===== config.mk =====
export PLATFORM = sky130hd
export DESIGN_NAME = uart_rx_line_capture
export DESIGN_NICKNAME = d
export VERILOG_FILES = /design/src/rtl/uart_line_pkg.sv /design/src/rtl/uart_rx_line_capture.sv
export SDC_FILE = /design/constraint.sdc
export NUM_CORES = 1
export LEC_CHECK = 0
export ABC_AREA = 1
export CORE_MARGIN = 3
export CORE_UTILIZATION = 54
export CTS_BUF_LIST = sky130_fd_sc_hd__clkbuf_8
export DETAILED_ROUTE_END_ITERATION = 10
export PLACE_DENSITY = 0.88
export SETUP_SLACK_MARGIN = 0.1
export SLEW_MARGIN = 30
export SYNTH_ARGS = -nofsm -noshare
export SYNTH_HDL_FRONTEND = slang
export SYNTH_SLANG_ARGS = --single-unit

===== constraint.sdc =====
create_clock -name i_clk_20mhz -period 9.49 [get_ports i_clk_20mhz]
set_input_delay 0.949 -clock i_clk_20mhz [delete_from_list [all_inputs] [get_ports i_clk_20mhz]]
set_output_delay 0.949 -clock i_clk_20mhz [all_outputs]
set_load 0.005 [all_outputs]

===== src/rtl/uart_line_pkg.sv =====
// Shared line geometry, ASCII constants and RX line-capture state type.
// Used by both the UART RX line capture and the UART TX line feeder.
package uart_line_pkg;

    localparam int c_line_bytes = 34;
    localparam int c_line_chars = 32;

    localparam logic [7:0] c_ascii_lf  = 8'h0A;
    localparam logic [7:0] c_ascii_cr  = 8'h0D;
    localparam logic [7:0] c_ascii_bs  = 8'h08;
    localparam logic [7:0] c_ascii_del = 8'h7F;
    localparam logic [7:0] c_ascii_sp  = 8'h20;

    localparam logic [8*c_line_bytes-1:0] c_line_of_spaces =
        {{c_line_chars{c_ascii_sp}}, c_ascii_cr, c_ascii_lf};

    typedef enum logic [1:0] {
        ST_RXLINE_FILL = 2'd0,
        ST_RXLINE_DISC = 2'd1,
        ST_RXLINE_HOLD = 2'd2
    } t_rxline_state;

    function automatic logic is_printable(input logic [7:0] b);
        return (b >= c_ascii_sp) && (b <= 8'h7E);
    endfunction

endpackage


===== src/rtl/uart_rx_line_capture.sv =====
// Assembles received printable bytes into a 34-byte space-padded CRLF line
// and holds it on a valid/ready handshake until the consumer takes it.
module uart_rx_line_capture
    import uart_line_pkg::*;
(
    input  logic         i_clk_20mhz,
    input  logic         i_rst_20mhz,
    input  logic [7:0]   i_rx_data,
    input  logic         i_rx_valid,
    output logic [271:0] o_line_ascii,
    output logic         o_line_valid,
    input  logic         i_line_ready,
    output logic [5:0]   o_line_len,
    output logic         o_line_trunc,
    output logic         o_rx_drop
);

    t_rxline_state state_q, state_d;
    logic [271:0]  buf_q, buf_d;
    logic [5:0]    len_q, len_d;
    logic          trunc_q, trunc_d;
    logic          valid_q, valid_d;
    logic          drop_q, drop_d;

    // Bit offset of the next free slot and of the last stored slot.
    logic [8:0] wr_lsb;
    logic [8:0] bs_lsb;

    assign wr_lsb = 9'd264 - {len_q, 3'b000};
    assign bs_lsb = 9'd272 - {len_q, 3'b000};

    // Next-state: character classification, slot writes and handshake.
    always_comb begin
        state_d = state_q;
        buf_d   = buf_q;
        len_d   = len_q;
        trunc_d = trunc_q;
        valid_d = valid_q;
        drop_d  = 1'b0;
        case (state_q)
            ST_RXLINE_FILL: begin
                if (i_rx_valid) begin
                    if (i_rx_data == c_ascii_lf) begin
                        state_d = ST_RXLINE_HOLD;
                        valid_d = 1'b1;
                    end else if (i_rx_data == c_ascii_bs ||
                                 i_rx_data == c_ascii_del) begin
                        if (len_q != 6'd0) begin
                            len_d = len_q - 6'd1;
                            buf_d[bs_lsb +: 8] = c_ascii_sp;
                        end
                    end else if (is_printable(i_rx_data)) begin
                        buf_d[wr_lsb +: 8] = i_rx_data;
                        len_d = len_q + 6'd1;
                        if (len_q == 6'(c_line_chars - 1)) begin
                            state_d = ST_RXLINE_DISC;
                        end
                    end
                end
            end
            ST_RXLINE_DISC: begin
                // Line is full: everything but LF is thrown away.
                if (i_rx_valid && i_rx_data == c_ascii_lf) begin
                    trunc_d = 1'b1;
                    valid_d = 1'b1;
                    state_d = ST_RXLINE_HOLD;
                end
            end
            ST_RXLINE_HOLD: begin
                // No backpressure upstream, so bytes here are lost.
                drop_d = i_rx_valid;
                if (i_line_ready) begin
                    buf_d   = c_line_of_spaces;
                    len_d   = 6'd0;
                    trunc_d = 1'b0;
                    valid_d = 1'b0;
                    state_d = ST_RXLINE_FILL;
                end
            end
            default: begin
                state_d = ST_RXLINE_FILL;
            end
        endcase
    end

    // State and output registers with asynchronous reset.
    always_ff @(posedge i_clk_20mhz or posedge i_rst_20mhz) begin
        if (i_rst_20mhz) begin
            state_q <= ST_RXLINE_FILL;
            buf_q   <= c_line_of_spaces;
            len_q   <= 6'd0;
            trunc_q <= 1'b0;
            valid_q <= 1'b0;
            drop_q  <= 1'b0;
        end else begin
            state_q <= state_d;
            buf_q   <= buf_d;
            len_q   <= len_d;
            trunc_q <= trunc_d;
            valid_q <= valid_d;
            drop_q  <= drop_d;
        end
    end

    assign o_line_ascii = buf_q;
    assign o_line_valid = valid_q;
    assign o_line_len   = len_q;
    assign o_line_trunc = trunc_q;
    assign o_rx_drop    = drop_q;

endmodule


==> qor.yml <==
grt_pass1_wl_mm: 74.1
power_density_nw_per_um2: 277
vias_per_cell: 5.78
combPwrFrac: 0.508
rsz0062_at_grt: "no"
cp.arrival_ps: 5040
fp.dieW_um: 172
ys_types: 44
finalWeightedCongestion: 0.969
port-buffer-count: 292
synth-seq-cells: 283
clkPwrFrac: 0.204
synth_cells: 1874
p_sw_frac: 0.498
grt-ovfl-total: 0
synthesis.area_um2: 14900
drc: 0
final.min_clock_period_ps: 4610
post_cts_buffers: 0
maxCapViolCount: 0
critical_path_class: "reg2reg"
finalHoldWorstSlack_ps: 463
syn2layout_area_growth_pct: 25.9
reg2reg_from: "o_line_len[1]"
p_leak_uw: 0.00894
slew-limit-headroom: 0.386
drtIter0Drc: 1497
ctsHoldBuffers: 0
finalSetupTns_ps: 0
finalHoldViolCount: 0
n_fill_cell: 2103
worst_slew_pin_slew_ps: 918
cts_tree: "yes"
ios: 293
post-route-period-util: 0.485
finalPower_uw: 5200
clock.fmax_mhz: 217
cts_num_sinks: 283
drtAntennaViolNets: 0
pwr-share-seq: 0.288
hpwl_mm: 34.0
grt_max_degree: 132
p_int_uw: 2610
vdd_drop_max_uv: 222
grt.total_usage: 0.313
ys_seq_area_frac: 0.478
synth_fp_nets: 1904
cts_buffer_depth: 3
wl_mm: 47.1
antenna_found_initial: 0
grt_pass1_vias: 14200
clk_pin_slew_ps: 70
start_util: 0.551
cp.required_ps: 9920
dr.pass1.iters: 6
yosys_warnings: 0
skew_ps: 29.7
drive_above_1_share: 0.114
placed_cells: 2434
fin_nets: 2171
cp-startpoint: "o_line_len[1]"
cts_htree_levels: 2
vias: 14500
synth.avg_cell_area_um2: 7.95
endpoint_kind: "register"
cts_root_buf: "clkbuf_8"
dieArea_um2: 29600
finalMaxSlewViolations: 0
ctsResizeCount: 0
setup_viol_count_final: 0
status: "finished clean"
hold_path.startpoint: "o_line_ascii[165]"
min-delay-path-class: "reg2reg"
numCtsBuffers: 46
num_rows: 60
worst-path-max-fanout: 33
stdcell_count: 2519
dpl_cell_area_um2: 17800
clock_latency_ps: 570
wl_per_cell_um: 18.7
die_y_um: 172
finalInstanceArea_um2: 18800
core_region_area_um2: 27000
p_sw_uw: 2590
antenna_cells: 0
worst_setup_path_start_kind: "register"
-- metal layers --
metal,GRT usage,up-vias,share of wire
li1,-,6651,-
met1,0.413,6960,0.40
met2,0.514,802,0.47
met3,0.0677,135,0.094
met4,0.116,0,0.034
met5,0,-,0
-- flip-flops by register name (all words and copies together), names as in the netlist --
name / cells
o_line_ascii: 272
o_line_len: 6
state_q: 2
o_line_trunc: 1
o_line_valid: 1
o_rx_drop: 1
-- critical path, stage by stage, from the launching register on --
cell and delay [ps]:
dfrtp_1 530, inv_1 220, ha_1 370, inv_1 60, nand2_1 50, nand2_2 450
inv_1 550, nor2_2 500, nand2_1 140, nor2_1 730, a21oi_1 180, nor2_2 160
nand2_1 270, nand2_1 160, o21ai_1 70
-- through the flow --
step / util / worst slack [ps]
2_1_floorplan: - / 795
3_3_place_gp: 0.659 / 4900
3_5_place_dp: 0.659 / 4850
4_1_cts: 0.694 / 4990
5_1_grt: 0.694 / 4480
6_report: 0.694 / 4880
-- cells in the final DEF, fill, tap and decap left out, types with 6 or more instances in the layout --
cell,n
o21ai_0,16
a21oi_2,8
nand3_4,6
ha_1,17
dfstp_2,37
nor2_1,152
nor3_1,33
a21oi_4,9
nand4_1,90
o21ai_2,32
a21oi_1,17
clkinv_2,6
inv_2,7
nand2_1,662
nor2_4,12
clkbuf_8,60
dfrtp_1,246
nand3_2,12
inv_1,132
a21boi_0,15
nand3_1,189
o21ai_1,46
nor2_2,15
nand2_2,26
clkdlybuf4s50_1,292
-- Yosys cell counts (all sizes together) --
library cell | n | share of area
a21oi | 34 | 0.020
nor3 | 39 | 0.016
nand3 | 207 | 0.079
nor4 | 3 | 0.0013
xor2 | 2 | 0.0012
a31oi | 3 | 0.0013
o22ai | 4 | 0.0017
a21boi | 15 | 0.0076
nor2 | 179 | 0.053
fa | 1 | 0.0013
xnor2 | 2 | 0.0012
ha | 17 | 0.014
clkinv | 3 | 0.00084
dfstp | 37 | 0.065
o21ai | 94 | 0.040
clkbuf | 22 | 0.0055
inv | 124 | 0.032
o21bai | 1 | 0.00050
buf | 57 | 0.027
o211ai | 1 | 0.00050
dfrtp | 246 | 0.41
nand2 | 688 | 0.18
and2 | 3 | 0.0013
nand4 | 90 | 0.038
or2 | 1 | 0.00042
and3 | 1 | 0.00042
-- power groups by stage --
stage	Sequential [uW]	Combinational, uW	Clock [uW]
after global routing	1510	2840	1120
after floorplan	1490	1880	0
after CTS	1490	2570	1070
after detailed placement	1510	2560	0
after global placement	1510	2500	0
final	1500	2640	1060
-- layout make-up --
cell class / instances / area (um2) / area share
multi-input cells: 1385 / 6800 / 0.362
repair buffers: 298 / 2980 / 0.159
clock buffers: 60 / 826 / 0.0440
clock inverters: 25 / 104 / 0.00554
well taps: 341 / 427 / 0.0227
flip-flops and latches: 283 / 7130 / 0.380
inverters: 127 / 500 / 0.0267
-- final timing paths --
kind                                     end  slack, ps  depth (start not counted)
min in group asynchronous  o_line_ascii[114]        890                          2
setup reg to reg           o_line_ascii[134]       4880                         14
hold / removal             o_line_ascii[165]        460                          2
setup / recovery           o_line_ascii[134]       4880                         14
max in group asynchronous  o_line_ascii[260]       7360                          3
hold reg to reg            o_line_ascii[165]        460                          2
-- cells by family after synthesis --
logic type,after synthesis,share of synthesized area
xor gates and xnor gates,4,0.00235
AOI/OAI and AO/OA,152,0.0714
adders and majority gates,18,0.0156
buffers and inverters,206,0.0657
DFF,283,0.478
and+or+nand+nor,1211,0.367
(Power assumes the default switching activity.)
